$ cat config.mk
export PLATFORM = sky130hd
export DESIGN_NAME = serial_calc_ctrl_v_flat
export DESIGN_NICKNAME = d
export VERILOG_FILES = /design/src/rtl/serial_calc_ctrl_v_pkg.sv /design/src/rtl/serial_calc_ctrl_v_if.sv /design/src/rtl/unsigned_calc_v.sv /design/src/rtl/serial_calc_ctrl_v.sv /design/src/flat_wrapper.sv
export SDC_FILE = /design/constraint.sdc
export NUM_CORES = 1
export LEC_CHECK = 0
export CAP_MARGIN = 20
export CORE_MARGIN = 2
export CORE_UTILIZATION = 40
export CTS_CLUSTER_SIZE = 30
export DETAILED_ROUTE_END_ITERATION = 10
export HOLD_SLACK_MARGIN = 0.12
export PLACE_DENSITY = 0.62
export RECOVER_POWER = 100
export SLEW_MARGIN = 40
export SYNTH_ARGS = -nofsm -noshare
export SYNTH_HDL_FRONTEND = slang
export SYNTH_SLANG_ARGS = --single-unit
$ cat constraint.sdc
create_clock -name i_clk -period 3.95 [get_ports i_clk]
set_input_delay 1.185 -clock i_clk [delete_from_list [all_inputs] [get_ports i_clk]]
set_output_delay 1.185 -clock i_clk [all_outputs]
set_load 0.02 [all_outputs]
$ cat src/rtl/serial_calc_ctrl_v_pkg.sv
// Shared encodings for the bit-serial add/sub controller.
// FSM states and operation codes.
package serial_calc_ctrl_v_pkg;

  typedef enum logic [1:0] {
    S_IDLE = 2'd0,
    S_RUN  = 2'd1,
    S_DONE = 2'd2
  } state_t;

  localparam logic OP_ADD = 1'b0;
  localparam logic OP_SUB = 1'b1;

endpackage

$ cat src/rtl/serial_calc_ctrl_v_if.sv
// Request/result bundle between a requester and the
// bit-serial calculator.
interface serial_calc_ctrl_v_if #(
  parameter int WIDTH = 8
);
  logic             i_start;
  logic             i_op;
  logic [WIDTH-1:0] i_x;
  logic [WIDTH-1:0] i_y;
  logic             o_busy;
  logic             o_done;
  logic [WIDTH-1:0] o_result;
  logic             o_flag;

  modport master (
    output i_start, i_op, i_x, i_y,
    input  o_busy, o_done, o_result, o_flag
  );

  modport slave (
    input  i_start, i_op, i_x, i_y,
    output o_busy, o_done, o_result, o_flag
  );
endinterface

$ cat src/rtl/unsigned_calc_v.sv
// One-bit full-adder cell.
// Shared by the serial controller across all bit positions.
module unsigned_calc_v (
  input  logic i_a,
  input  logic i_b,
  input  logic i_carry,
  output logic o_s,
  output logic o_carry
);
  assign o_s     = i_a ^ i_b ^ i_carry;
  assign o_carry = (i_a & i_b) | (i_carry & (i_a ^ i_b));
endmodule

$ cat src/rtl/serial_calc_ctrl_v.sv
// Bit-serial unsigned add/subtract controller, LSB first.
// One full-adder cell reused for WIDTH cycles per operation.
module serial_calc_ctrl_v
  import serial_calc_ctrl_v_pkg::*;
#(
  parameter int WIDTH = 8
) (
  input logic i_clk,
  input logic i_rst,
  serial_calc_ctrl_v_if.slave bus
);
  localparam int CW = $clog2(WIDTH + 1);
  localparam logic [CW-1:0] LAST = CW'(WIDTH - 1);

  state_t           r_state;
  logic [WIDTH-1:0] r_x_sh;
  logic [WIDTH-1:0] r_y_sh;
  logic [WIDTH-1:0] r_sum_sh;
  logic [WIDTH-1:0] r_result;
  logic [CW-1:0]    r_cnt;
  logic             r_carry;
  logic             r_op;
  logic             r_done;
  logic             r_flag;

  logic             w_s;
  logic             w_co;
  logic [WIDTH-1:0] w_sum_nx;

  unsigned_calc_v u_cell (
    .i_a     (r_x_sh[0]),
    .i_b     (r_y_sh[0]),
    .i_carry (r_carry),
    .o_s     (w_s),
    .o_carry (w_co)
  );

  // New sum bit enters at the MSB; earlier bits drift toward bit 0.
  assign w_sum_nx = (r_sum_sh >> 1) | (WIDTH'(w_s) << (WIDTH - 1));

  // Busy is a plain decode of the state register.
  assign bus.o_busy   = (r_state == S_RUN);
  assign bus.o_done   = r_done;
  assign bus.o_result = r_result;
  assign bus.o_flag   = r_flag;

  // Controller FSM with datapath shift registers and registered outputs.
  always_ff @(posedge i_clk) begin
    if (i_rst) begin
      r_state  <= S_IDLE;
      r_x_sh   <= '0;
      r_y_sh   <= '0;
      r_sum_sh <= '0;
      r_result <= '0;
      r_cnt    <= '0;
      r_carry  <= 1'b0;
      r_op     <= OP_ADD;
      r_done   <= 1'b0;
      r_flag   <= 1'b0;
    end else begin
      unique case (r_state)
        S_IDLE: begin
          r_done <= 1'b0;
          if (bus.i_start) begin
            r_x_sh  <= bus.i_x;
            r_y_sh  <= (bus.i_op == OP_SUB) ? ~bus.i_y : bus.i_y;
            r_carry <= (bus.i_op == OP_SUB);
            r_op    <= bus.i_op;
            r_cnt   <= '0;
            r_state <= S_RUN;
          end
        end
        S_RUN: begin
          r_x_sh   <= r_x_sh >> 1;
          r_y_sh   <= r_y_sh >> 1;
          r_sum_sh <= w_sum_nx;
          r_carry  <= w_co;
          r_cnt    <= r_cnt + 1'b1;
          if (r_cnt == LAST) begin
            r_result <= w_sum_nx;
            r_flag   <= (r_op == OP_ADD) ? w_co : ~w_co;
            r_done   <= 1'b1;
            r_state  <= S_DONE;
          end
        end
        S_DONE: begin
          r_done  <= 1'b0;
          r_state <= S_IDLE;
        end
        default: begin
          r_done  <= 1'b0;
          r_state <= S_IDLE;
        end
      endcase
    end
  end

endmodule
$ cat src/flat_wrapper.sv
// flat-port wrapper written by rule: the top's interface ports become plain ports
module serial_calc_ctrl_v_flat import serial_calc_ctrl_v_pkg::*;
#(
  parameter int WIDTH = 8
)
  (i_clk, i_rst, bus_i_start, bus_i_op, bus_i_x, bus_i_y, bus_o_busy, bus_o_done, bus_o_result, bus_o_flag);
  serial_calc_ctrl_v_if #(.WIDTH(WIDTH)) bus_i ();
  input logic i_clk;
  input logic i_rst;
  input wire logic [$bits(bus_i.i_start)-1:0] bus_i_start;
  input wire logic [$bits(bus_i.i_op)-1:0] bus_i_op;
  input wire logic [$bits(bus_i.i_x)-1:0] bus_i_x;
  input wire logic [$bits(bus_i.i_y)-1:0] bus_i_y;
  output wire logic [$bits(bus_i.o_busy)-1:0] bus_o_busy;
  output wire logic [$bits(bus_i.o_done)-1:0] bus_o_done;
  output wire logic [$bits(bus_i.o_result)-1:0] bus_o_result;
  output wire logic [$bits(bus_i.o_flag)-1:0] bus_o_flag;
  assign bus_i.i_start = bus_i_start;
  assign bus_i.i_op = bus_i_op;
  assign bus_i.i_x = bus_i_x;
  assign bus_i.i_y = bus_i_y;
  assign bus_o_busy = bus_i.o_busy;
  assign bus_o_done = bus_i.o_done;
  assign bus_o_result = bus_i.o_result;
  assign bus_o_flag = bus_i.o_flag;
  serial_calc_ctrl_v #(.WIDTH(WIDTH)) u_core (.i_clk(i_clk), .i_rst(i_rst), .bus(bus_i));
endmodule
==> summary.md, run 1 <==
| Metric | Value |
|---|---|
| Gate Count Post-Synth | 210 |
| GRT Residual Overflow | 0 |
| Fin util | 50.5% |
| Multi-input logic area | 847 µm² |
| # resized after CTS | 0 |
| Routed WL per cell | 13.0 µm |
| Pwr Density | 387 mW/mm² |
| Hold Vio Cnt, Final | 0 |
| Max_cap viols | 1 |
| Vias in the first global route | 1,404 |
| IO Pins | 31 |
| Share of cells above drive strength 1 | 9.79% |
| CTS clock-pin slew for the worst setup and hold paths | 0.07 ns |
| Num rows | 24 |
| Fillers | 424 |
| Post-synth EDFFs | 0 |
| Die height | 71.0 µm |
| First-pass DRT Iterations | 5 |
| Slowest cell on the critical path | clkbuf_1 |
| Peak VDD IR | 0.223 mV |
| Sequential share of the synthesized area | 45.7% |
| Post-route setup TNS | 0 ns |
| Clock Latency Late Sink | 0.28 ns |
| Worst hold stages | 2 |
| Post-synth cell types | 35 |
| Via count | 1,533 |
| Total die area | 0.00505 mm² |
| DP Cell Count | 280 |
| Core area | 0.00435 mm² |
| CP Class | in2reg |
| Worst min path class | reg2reg |
| Most common cell in the netlist | dfxtp_1 |
| CTS Buffer Depth | 2 |
| # setup viols final | 0 |
| R2r worst-path depth | 4 |
| Fin cells | 287 |
| Worst-margin pin slew | 1.74 ns |
| Max transition margin | -16.2% |
| Tcrit/Tclk final | 83.8% |
| Num CTS Buffers | 5 |
| CTS tree | yes |
| Vias/cell | 5.34 |
| DP Wirelength | 2350 µm |
| Initial Utilization | 41.3% |
| Synth cell count leaders | dfxtp_1, a21oi_1, nor2_1 |
| CP Max Fanout | 40 |
| Top post-synthesis cells by area | dfxtp_1, a21oi_1, o221a_2 |
| Post-CTS setup buffer count | 0 |
| Arrival time at the worst endpoint | 3.49 ns |
| Ant. Diodes | 0 |
| Final WL | 3730 µm |
| Cell Area, Synth | 0.00180 mm² |
| Initial antenna violation count | 0 |
| Failing checks | capacitance limit, slew limit |
| Slew Viols, Final | 41 |
| Clock Root Buffer | clkbuf_8 |
| Leakage | 0.820 nW |
| Total GRT Usage | 16.1% |
| Final min period | 3.31 ns |
| Top FF cell, synth | dfxtp_1 |
| Synthesized area per cell | 8.56 µm² |
| # hold bufs at CTS | 0 |
| Register cell area after layout | 821 µm² |
| Area Overhead vs Synth | 22.3% |
| DR iter-0 viols | 129 |
| Synth async-reset ratio | 0% |
| CP Cell Sequence | dlygate4sd3_1 -> clkbuf_1 -> nor2b_1 -> a22o_2 |
| Number of synthesized register bits | 41 |
| Startpoint types | primary input |
| Post-route ant nets | 0 |
| Gp weighted congestion | 0.744 |
| Mapped Nets | 232 |
| Outcome | complete, but fails checks |
| First-pass GRT wire length | 6540 µm |
| Unrepaired setup endpoints after global routing | no |
| Synth warn | 0 |
| Clock sinks | 41 |
| Crit-path max cell delay | 1.26 ns |
| Buf/Inv on CP | 2 |
| CP endpoint kind | register |
| Port Buffers | 30 |
| Delay-heaviest family, CP | buffers and inverters |
| Synth area leader | dfxtp_1 |
| Nets@finish | 257 |
| Worst Skew | 0.00256 ns |
| H-tree depth | 2 |
| Worst path required time | 4.13 ns |
| FMAX | 302 MHz |
| Die Wd | 71.0 µm |
| WP depth | 4 |
| Top cell type's share of synthesized area | 45.7% |
| DRC viols | 0 |
| Largest net degree at the start of global routing | 41 |
-- routing by layer --
metal	track usage, %	part of all wire (%)	vias to the layer above
met1	21.1	49	714
met2	25.4	46	24
met5	0	0	-
met4	6.92	1.6	0
met3	3.70	2.9	5
li1	-	-	790
-- area by class of cell --
class	instances	share of cell area, %
well taps	52	2.96
flip-flops and latches	41	37.3
inverters	10	1.76
multi-input cells	141	38.5
clock buffers	7	3.92
repair buffers	36	15.5
-- worst min-delay path, stage by stage (launching register included) --
cell     delay, ns
dfxtp_1       0.31
nand2_1       0.05
a21oi_1       0.05
-- power by group --
group / switching (mW) / total (mW) / internal, mW
registers: 0.0207 / 0.457 / 0.436
logic: 0.0642 / 0.125 / 0.0609
clock network: 0.131 / 0.269 / 0.139
-- cells in the final DEF (no fill, tap or decap), types with 2 or more instances in the layout --
cell and count:
dlygate4sd3_1 12, xnor2_1 8, nor2_1 20, o221a_2 8, clkbuf_8 6, o22ai_1 7
o21ai_0 9, a21oi_1 33, inv_1 8, clkdlybuf4s50_1 18, nand3_1 10, buf_4 5
a22oi_1 8, nor2b_1 2, clkbuf_1 2, nor3b_1 2, a22o_2 2, nor3_1 2
dfxtp_1 41, mux2i_1 2, nand2_1 16
-- worst paths after layout --
kind	from	end	slack [ns]
worst max-delay path	i_rst	u_core.r_y_sh[7]	0.64
worst max register to register	u_core.r_state[0]	u_core.r_cnt[3]	2.26
worst min register to register	u_core.r_sum_sh[1]	u_core.r_sum_sh[1]	0.46
worst min-delay path	u_core.r_sum_sh[1]	u_core.r_sum_sh[1]	0.46
-- sequential cells by signal (all words and copies together), names as in the netlist, 2 cells and up --
signal,flops
u_core.r_state,2
u_core.r_sum_sh,7
u_core.bus.o_result,8
u_core.r_x_sh,8
u_core.r_cnt,4
u_core.r_y_sh,8
-- through the flow --
stage / cell area (µm²) / hold WS [ns] / power (mW) / setup slack (ns)
final: 2200 / 0.456 / 0.851 / 0.639
after global placement: 2120 / 0.448 / 0.590 / 1.18
after detailed placement: 2120 / 0.448 / 0.592 / 1.16
after floorplan: 1800 / 0.437 / 0.547 / 1.85
after CTS: 2200 / 0.459 / 0.863 / 0.986
after global routing: 2200 / 0.478 / 0.894 / 0.458
-- kinds of logic after synthesis --
kind of cell	count (synthesis)	synth area share, %
xor gates and xnor gates	9	4.38
and+or+nand+nor	57	14.5
AOI/OAI and AO/OA	71	25.3
muxes	2	1.11
buffers and inverters	28	7.24
DFF	41	45.7
adders and majority gates	2	1.81
(Power assumes the default switching activity.)
==> run 2, diff against run 1 <==
==> constraint.sdc (replaced) <==
create_clock -name i_clk -period 3.4 [get_ports i_clk]
set_input_delay 1.02 -clock i_clk [delete_from_list [all_inputs] [get_ports i_clk]]
set_output_delay 1.02 -clock i_clk [all_outputs]
set_load 0.02 [all_outputs]
==> run 2 against run 1 <==
  * The flow now finishes without violations
  * Global-route usage fell by 0.089 points
  * Combinational power rose by 14%
  * Final area rose by 1.2%
  * Clock power rose by 51%
  * Via count fell by 1.3%
  * Count of clock-buffer cells in the layout did not move
  * Critical path depth fell by 1
  * Sequential power rose by 16%
  * Hold slack improved by 0.0073 ns
  * Total power rose by 27%
  * Critical endpoint is now bus_o_busy
  * Largest power group unchanged
==> summary.md, run 2 (synthesis results as in run 1) <==
| Metric | Value |
|---|---|
| Final min period | 2.83 ns |
| Final setup margin | 0.569 ns |
| Crit-path max cell delay | 0.67 ns |
| DR iter-0 viols | 109 |
| Routed WL per cell | 12.9 µm |
| Clock power share | 37.6% |
| Tcrit/Tclk final | 83.3% |
| Reg2reg end | u_core.r_y_sh[7] |
| Post-CTS setup buffer count | 0 |
| Startpoint types | register |
| R2r worst-path depth | 4 |
| Internal power | 0.815 mW |
| Arrival time at the worst endpoint | 1.81 ns |
| Worst-margin pin slew | 0.625 ns |
| CTS Buffer Depth | 2 |
| H-tree depth | 2 |
| DRC viols | 0 |
| Max transition margin | 58.3% |
| CP Max Fanout | 14 |
| FMAX | 353 MHz |
| Post-route ant nets | 0 |
| Placement Cell Area | 0.00212 mm² |
| Worst min path class | reg2reg |
| Peak VDD IR | 0.230 mV |
| # setup viols final | 0 |
| Total GRT Usage | 16.0% |
| Worst hold stages | 2 |
| Worst setup path end | bus_o_busy |
| CTS tree | yes |
| Fillers | 417 |
| R2R Setup Slk | 1.77 ns |
| # resized after CTS | 0 |
| Slowest cell on the critical path | dlygate4sd3_1 |
| Max_cap viols | 0 |
| Post-placement worst setup slack | 0.906 ns |
| # hold bufs at CTS | 0 |
| Clock Root Buffer | clkbuf_8 |
| Reg-to-Reg Start | u_core.r_state[0] |
| Part of the power in combinational logic | 13.3% |
| CP Class | reg2out |
| DP Wirelength | 2350 µm |
| Total die area | 0.00505 mm² |
| Switching Fraction | 24.5% |
| Pwr Density | 485 mW/mm² |
| Clock Latency Late Sink | 0.30 ns |
| Commonest non-fill, non-tap cell in the layout | dfxtp_1 |
| Seq pwr share | 49.1% |
| CTS clock-pin slew for the worst setup and hold paths | 0.08 ns |
| Core area | 0.00435 mm² |
| Fin util | 51.1% |
| GRT Residual Overflow | 0 |
| Final Cell Area | 0.00223 mm² |
| Leakage | 0.830 nW |
| Vias/cell | 5.25 |
| Num rows | 24 |
| Slew Viols, Final | 0 |
| Hold Vio Cnt, Final | 0 |
| Ant. Diodes | 0 |
| CP endpoint kind | primary output |
| Die Wd | 71.0 µm |
| Nets@finish | 257 |
| Commonest cells after routing, fill and taps aside | dfxtp_1, a21oi_1, nor2_1 |
| Die height | 71.0 µm |
| Critical Path Source | u_core.r_state[0] |
| Share of cells above drive strength 1 | 9.75% |
| Vias in the first global route | 1,397 |
| Psw | 0.264 mW |
| Gp weighted congestion | 0.757 |
| Largest net degree at the start of global routing | 41 |
| Num CTS Buffers | 5 |
| Port Buffers | 30 |
| Initial antenna violation count | 0 |
| Initial Utilization | 41.3% |
| Outcome | finished, final reports clean |
| Final WL | 3720 µm |
| Worst Skew | 0.00383 ns |
| Clock sinks | 41 |
| CP Cell Sequence | nand2b_1 -> inv_2 -> dlygate4sd3_1 |
| IO Pins | 31 |
| Worst path required time | 2.38 ns |
| First-pass GRT wire length | 6400 µm |
| Post-route setup TNS | 0 ns |
| First-pass DRT Iterations | 4 |
| Area Overhead vs Synth | 23.8% |
| Via count | 1,513 |
| Unrepaired setup endpoints after global routing | no |
## run 2: layer usage
| metal | global-route usage (%) | vias up | wire length, µm | share of wire (%) |
|---|---|---|---|---|
| met5 | 0 | - | 0 | 0 |
| met4 | 7.55 | 0 | 75 | 2.0 |
| met3 | 5.13 | 6 | 132 | 3.5 |
| met2 | 24.1 | 25 | 1660 | 45 |
| met1 | 20.8 | 692 | 1850 | 50 |
| li1 | - | 790 | - | - |
## run 2: layout make-up
cell class                      instances  area, µm²  share of cell area [%]
Clock buffer                            7       86.3                    3.88
Clock inverter                          1       30.0                    1.35
Inverter                               10       38.8                    1.74
Multi-Input combinational cell        141        847                    38.1
Sequential cell                        41        821                    36.9
Tap cell                               52       65.1                    2.92
Timing Repair Buffer                   36        338                    15.2
## run 2: how the worst min path moves through the flow
stage                             startpoint  slack, ns            endpoint
after floorplan           u_core.r_sum_sh[1]       0.44  u_core.r_sum_sh[1]
after global placement    u_core.r_sum_sh[1]       0.45  u_core.r_sum_sh[1]
after detailed placement  u_core.r_sum_sh[1]       0.45  u_core.r_sum_sh[1]
after CTS                 u_core.r_sum_sh[1]       0.46  u_core.r_sum_sh[1]
after global routing      u_core.r_sum_sh[7]       0.49  u_core.r_sum_sh[6]
final                     u_core.r_sum_sh[1]       0.46  u_core.r_sum_sh[1]
## run 2: power by group through the flow
| stage | Sequential, mW | Clock (mW) | Combinational [mW] |
|---|---|---|---|
| 2_1_floorplan | 0.532 | 0 | 0.104 |
| 5_1_grt | 0.534 | 0.435 | 0.158 |
| 3_5_place_dp | 0.541 | 0 | 0.146 |
| 3_3_place_gp | 0.541 | 0 | 0.146 |
| 6_report | 0.530 | 0.406 | 0.143 |
| 4_1_cts | 0.530 | 0.416 | 0.147 |
## run 2: through the flow
stage          std cells  power (mW)  hold WS (ns)
3_3_place_gp         280       0.687         0.453
5_1_grt              288        1.13         0.491
3_5_place_dp         280       0.687         0.453
2_1_floorplan        210       0.636         0.437
6_report             288        1.08         0.463
4_1_cts              288        1.09         0.465
## run 2: worst max-delay path: cells and delay by family (launching register included)
family,cells,cell delay [ns]
flip-flops,1,0.61
AND/OR/NAND/NOR,1,0.15
buffers and inverters,2,0.75
==> RTL edit 1, RTL diff (flow settings as in run 2) <==
`WIDTH` is set to 8 in 3 places; all go to 16.
--- a/src/rtl/serial_calc_ctrl_v_if.sv
+++ b/src/rtl/serial_calc_ctrl_v_if.sv
@@ -3,3 +3,3 @@
 interface serial_calc_ctrl_v_if #(
-  parameter int WIDTH = 8
+  parameter int WIDTH = 16
 );
--- a/src/rtl/serial_calc_ctrl_v.sv
+++ b/src/rtl/serial_calc_ctrl_v.sv
@@ -5,3 +5,3 @@
 #(
-  parameter int WIDTH = 8
+  parameter int WIDTH = 16
 ) (
--- a/src/flat_wrapper.sv
+++ b/src/flat_wrapper.sv
@@ -3,3 +3,3 @@
 #(
-  parameter int WIDTH = 8
+  parameter int WIDTH = 16
 )
Interface: changed (resized bus_i_x, bus_i_y and bus_o_result); port bits go from 31 to 55. The function was not compared with the original's and may differ.
==> RTL edit 1 against run 2 <==
Non-clock buffer count rose by 25; routed wire length is 58% higher; largest cell class is now registers; register-to-register slack lost 0.32 ns; synthesized cell count is 58% higher; final area grew 70%; largest power group unchanged; first-iteration DRC count rose by 22%; power increased by 67%; sequential share of layout area grew 2.3 points; clock skew is 0.0083 ns higher; area after synthesis rose by 68%; sequential power is 75% higher; sequential cell count is 33 higher; worst setup slack improved by 0.019 ns.
==> RTL edit 1: results <==
set metrics [dict create \
    synth-seq-area-share_pct 49.2 \
    cts.sinks 74 \
    drtIter0Drc 133 \
    place.gp.congestion 0.770 \
    cts_inserted_buffers 9 \
    grt.met3_usage_pct 4.76 \
    track_usage_pct 14.9 \
    worstSkewPairLatency_ns 0.35 \
    switching_power_uw 426 \
    r2r_slack_ns 1.45 \
    multiInputGateArea_um2 1380 \
    met1_length_mm 2.79 \
    met2_usage_pct 24.9 \
    met2_length_mm 2.72 \
    combinationalPowerShare_pct 10.5 \
    synth_common_cells "dfxtp_1 (74), nand2_1 (62), nor2_1 (38)" \
    nNetsFinal 416 \
    yosysUniqueCellTypes 37 \
    seq_area_share_pct 39.2 \
    status "completed" \
    place_ws_ns 0.818 \
    multi_input_gates 228 \
    crit_start "u_core.r_state[1]$_SDFFE_PP0P_" \
    min-delay-path-class "flop to flop" \
    leakagePower_uw 0.00143 \
    buf_share_pct 15.4 \
    grtUsageMet1_pct 17.8 \
    r2r-end "u_core.bus.o_result[6]$_SDFFE_PP0P_" \
    critPathArrivalTime_ns 1.79 \
    clkCellAreaFrac_pct 5.37 \
    internal_power_uw 1380 \
    fin_crit_sh_pct 82.7 \
    clk-power_uw 689 \
    irDropWorstVdd_uv 253 \
    fillers 731 \
    viasPerCell 4.91 \
    dp_hpwl_mm 3.95 \
    post_cts_buffers 0 \
    grt_pass1_vias 2291 \
    antenna_found_initial 0 \
    yosys-top-cells-area "dfxtp_1 (49%), nand2_1 (7.7%), mux2i_1 (5.7%)" \
    buffers 61 \
    yosysWarnings 0 \
    clockBufferCount 11 \
    wl_per_cell_um 12.3 \
    crit-reg2reg-launch "u_core.r_cnt[0]$_SDFFE_PP0P_" \
    h-tree-depth 3 \
    port_buffers 54 \
    drive_above_1_share_pct 6.56 \
    cts_resized 0 \
    crit_fanout 10 \
    grt_pass1_wl_mm 9.94 \
    syn_nets 371 \
    wl_met3_um 281 \
    grt_max_degree 54 \
    worstMarginPinSlew_ns 1.04 \
    reg2reg_depth 6 \
    inverters 3 \
]
-- RTL edit 1: changes by cell type after synthesis, moves of 4 or more --
cell      delta
o22ai_1      -7
mux2i_1     +15
nor2_1      +18
a22oi_1      -5
o21ai_0      -9
a221o_1     +14
dfxtp_1     +33
a211oi_1    +17
nand2_1     +46
nand3_1      -9
inv_1        -6
clkbuf_1     +4
xnor2_1      +8
o221a_2      -8
-- RTL edit 1: cells by family after synthesis --
group / share of synthesized area [%]
adders and majority gates: 1.50
buffers and inverters: 4.99
DFF: 49.2
muxes: 5.65
AOI/OAI and AO/OA: 17.2
and+or+nand+nor: 16.5
xor gates and xnor gates: 4.94
-- RTL edit 1: stage by stage --
step	util, %	area (um^2)	instances
finish	52.1	3780	480
global route	52.1	3780	480
CTS	52.2	3790	480
detailed placement	49.4	3580	465
global placement	49.4	3580	465
floorplan	-	3010	332
-- RTL edit 1: worst min path at each step --
stage                                                     from                              endpoint  slack, ns
after floorplan                u_core.r_sum_sh[1]$_SDFFE_PP0P_   u_core.bus.o_result[0]$_SDFFE_PP0P_       0.43
after global placement    u_core.bus.o_result[12]$_SDFFE_PP0P_  u_core.bus.o_result[12]$_SDFFE_PP0P_       0.44
after detailed placement  u_core.bus.o_result[10]$_SDFFE_PP0P_  u_core.bus.o_result[10]$_SDFFE_PP0P_       0.45
after CTS                 u_core.bus.o_result[10]$_SDFFE_PP0P_  u_core.bus.o_result[10]$_SDFFE_PP0P_       0.46
after global routing       u_core.bus.o_result[4]$_SDFFE_PP0P_   u_core.bus.o_result[4]$_SDFFE_PP0P_       0.48
final                     u_core.bus.o_result[10]$_SDFFE_PP0P_  u_core.bus.o_result[10]$_SDFFE_PP0P_       0.45
==> RTL edit 2, RTL diff (config.mk and constraints of run 2) <==
Without the edit above. Re-encode `state_t` (3 states) as one-hot, 3 bits wide.
--- a/src/rtl/serial_calc_ctrl_v_pkg.sv
+++ b/src/rtl/serial_calc_ctrl_v_pkg.sv
@@ -4,6 +4,6 @@
 
-  typedef enum logic [1:0] {
-    S_IDLE = 2'd0,
-    S_RUN  = 2'd1,
-    S_DONE = 2'd2
+  typedef enum logic [2:0] {
+    S_IDLE = 3'b001,
+    S_RUN  = 3'b010,
+    S_DONE = 3'b100
   } state_t;
Function: no difference found for any inputs over 10 cycles, from zero or initial values and one cycle with i_rst high; not proved beyond that.
==> RTL edit 2 against run 2 <==
The run now ends with max-capacitance violations, max-slew violations left; area after synthesis decreased by 3.5%; worst setup slack got worse by 0.25 ns; critical endpoint unchanged; critical path depth unchanged; critical path type unchanged; sequential cell count increased by 1; count of clock-buffer cells in the layout decreased by 1; highest routed layer unchanged; power increased by 3.2%; final area decreased by 2.4%; routed wire length increased by 1.5%.
==> RTL edit 2: results <==
set metrics [dict create \
    dp_hpwl_mm 2.27 \
    r2r_slack_ns 1.46 \
    reg2reg_depth 5 \
    crit-reg2reg-launch "u_core.r_state[1]$_SDFFE_PP0P_" \
    syn_nets 221 \
    nNetsFinal 243 \
    crit_start "u_core.r_state[1]$_SDFFE_PP0P_" \
    inverters 1 \
    swShare_pct 21.2 \
    r2r-end "u_core.bus.o_flag$_SDFFE_PP0P_" \
    leakagePower_uw 0.000780 \
    timing.max_cap.violations 1 \
    status "complete, but fails checks" \
    irDropWorstVdd_uv 385 \
    synth_cells 199 \
    synth_common_cells "dfxtp_1 (42), a21oi_1 (30), nand2_1 (20), nand3_1 (20), nor3_1 (14)" \
    worstHoldStart "u_core.r_sum_sh[1]$_SDFFE_PP0N_" \
    dp.cells 264 \
    yosysUniqueCellTypes 33 \
    drv_slew 43 \
    place.gp.congestion 0.683 \
    viasPerCell 5.38 \
    grt_max_degree 43 \
    synth_area_um2 1730 \
    fin_worst_skew_ns 0.00632 \
    whs_ns 0.460 \
    crit_fanout 39 \
    worstMarginPinSlew_ns 1.81 \
    num_antenna_cells 0 \
    yosys-top-cells-area "dfxtp_1 (48%), a21oi_1 (8.7%), nand3_1 (5.8%)" \
    grt_pass1_wl_mm 6.49 \
    cts.sinks 42 \
    drive_above_1_share_pct 5.86 \
    multi_input_gates 138 \
    buffers 33 \
    buf_share_pct 14.7 \
    clk_pin_slew_ns 0.08 \
    post_cts_buffers 0 \
    syn_to_final_growth_pct 25.3 \
    min-delay-path-class "flop to flop" \
    synthArstFlopShare_pct 0 \
    synth-seq-area-share_pct 48.5 \
    place_area_um2 2040 \
    holdPathEnd "u_core.r_sum_sh[1]$_SDFFE_PP0N_" \
    violations "max-capacitance violations, max-slew violations" \
    track_usage_pct 16.2 \
    fillers 388 \
    wirelength_mm 3.78 \
    place_ws_ns 0.710 \
    wl_per_cell_um 13.9 \
    ff_latch_area_um2 841 \
    critPathArrivalTime_ns 2.06 \
    drtIter0Drc 89 \
    grt_pass1_vias 1459 \
    clockBufferCount 6 \
    clkCellAreaFrac_pct 6.57 \
]
RTL edit 2: changes by cell type after synthesis, moves of 3 or more:
cell             run 2  this run
nor2_1              20         3
nand3_1             10        20
a21oi_1             33        30
clkbuf_1             3        10
buf_2               10         6
xnor2_1              8         1
o221a_2              8         0
nand2_1             16        20
nor3_1               2        14
inv_1                8         0
xor2_1               1         8
RTL edit 2: worst max path at each step:
stage,to,slack (ns),cells after the start
finish,bus_o_busy,0.32,3
floorplan,bus_o_busy,1.29,3
global placement,bus_o_busy,0.75,3
CTS,bus_o_busy,0.38,3
global route,bus_o_busy,0.21,3
detailed placement,bus_o_busy,0.71,3
RTL edit 2: power by group through the flow:
stage          clock network (uW)  logic (uW)  registers [uW]
2_1_floorplan                   0        71.8             534
3_3_place_gp                    0         106             536
3_5_place_dp                    0         109             537
4_1_cts                       490         109             526
5_1_grt                       511         118             529
6_report                      481         108             525
RTL edit 2: per-layer routing:
metal | vias to the layer above | part of all wire [%] | GRT usage [%]
met3 | 7 | 2.9 | 3.78
met1 | 677 | 49 | 20.2
met5 | - | 0 | 0
li1 | 761 | - | -
met2 | 17 | 46 | 27.7
met4 | 0 | 1.2 | 4.49
RTL edit 2: cells by family after synthesis:
| logic type | synth area share [%] |
|---|---|
| buffers and inverters | 4.98 |
| multiplexers | 0.649 |
| AND/OR/NAND/NOR | 20.1 |
| XOR/XNOR | 4.55 |
| flip-flops | 48.5 |
| AO/OA/AOI/OAI | 19.4 |
| adder cells (fa/ha/maj) | 1.88 |
RTL edit 2: tightest hold or removal path, cell delays in order (launching register included):
cell     delay, ns
dfxtp_1       0.32
nand2_1       0.05
a21oi_1       0.05
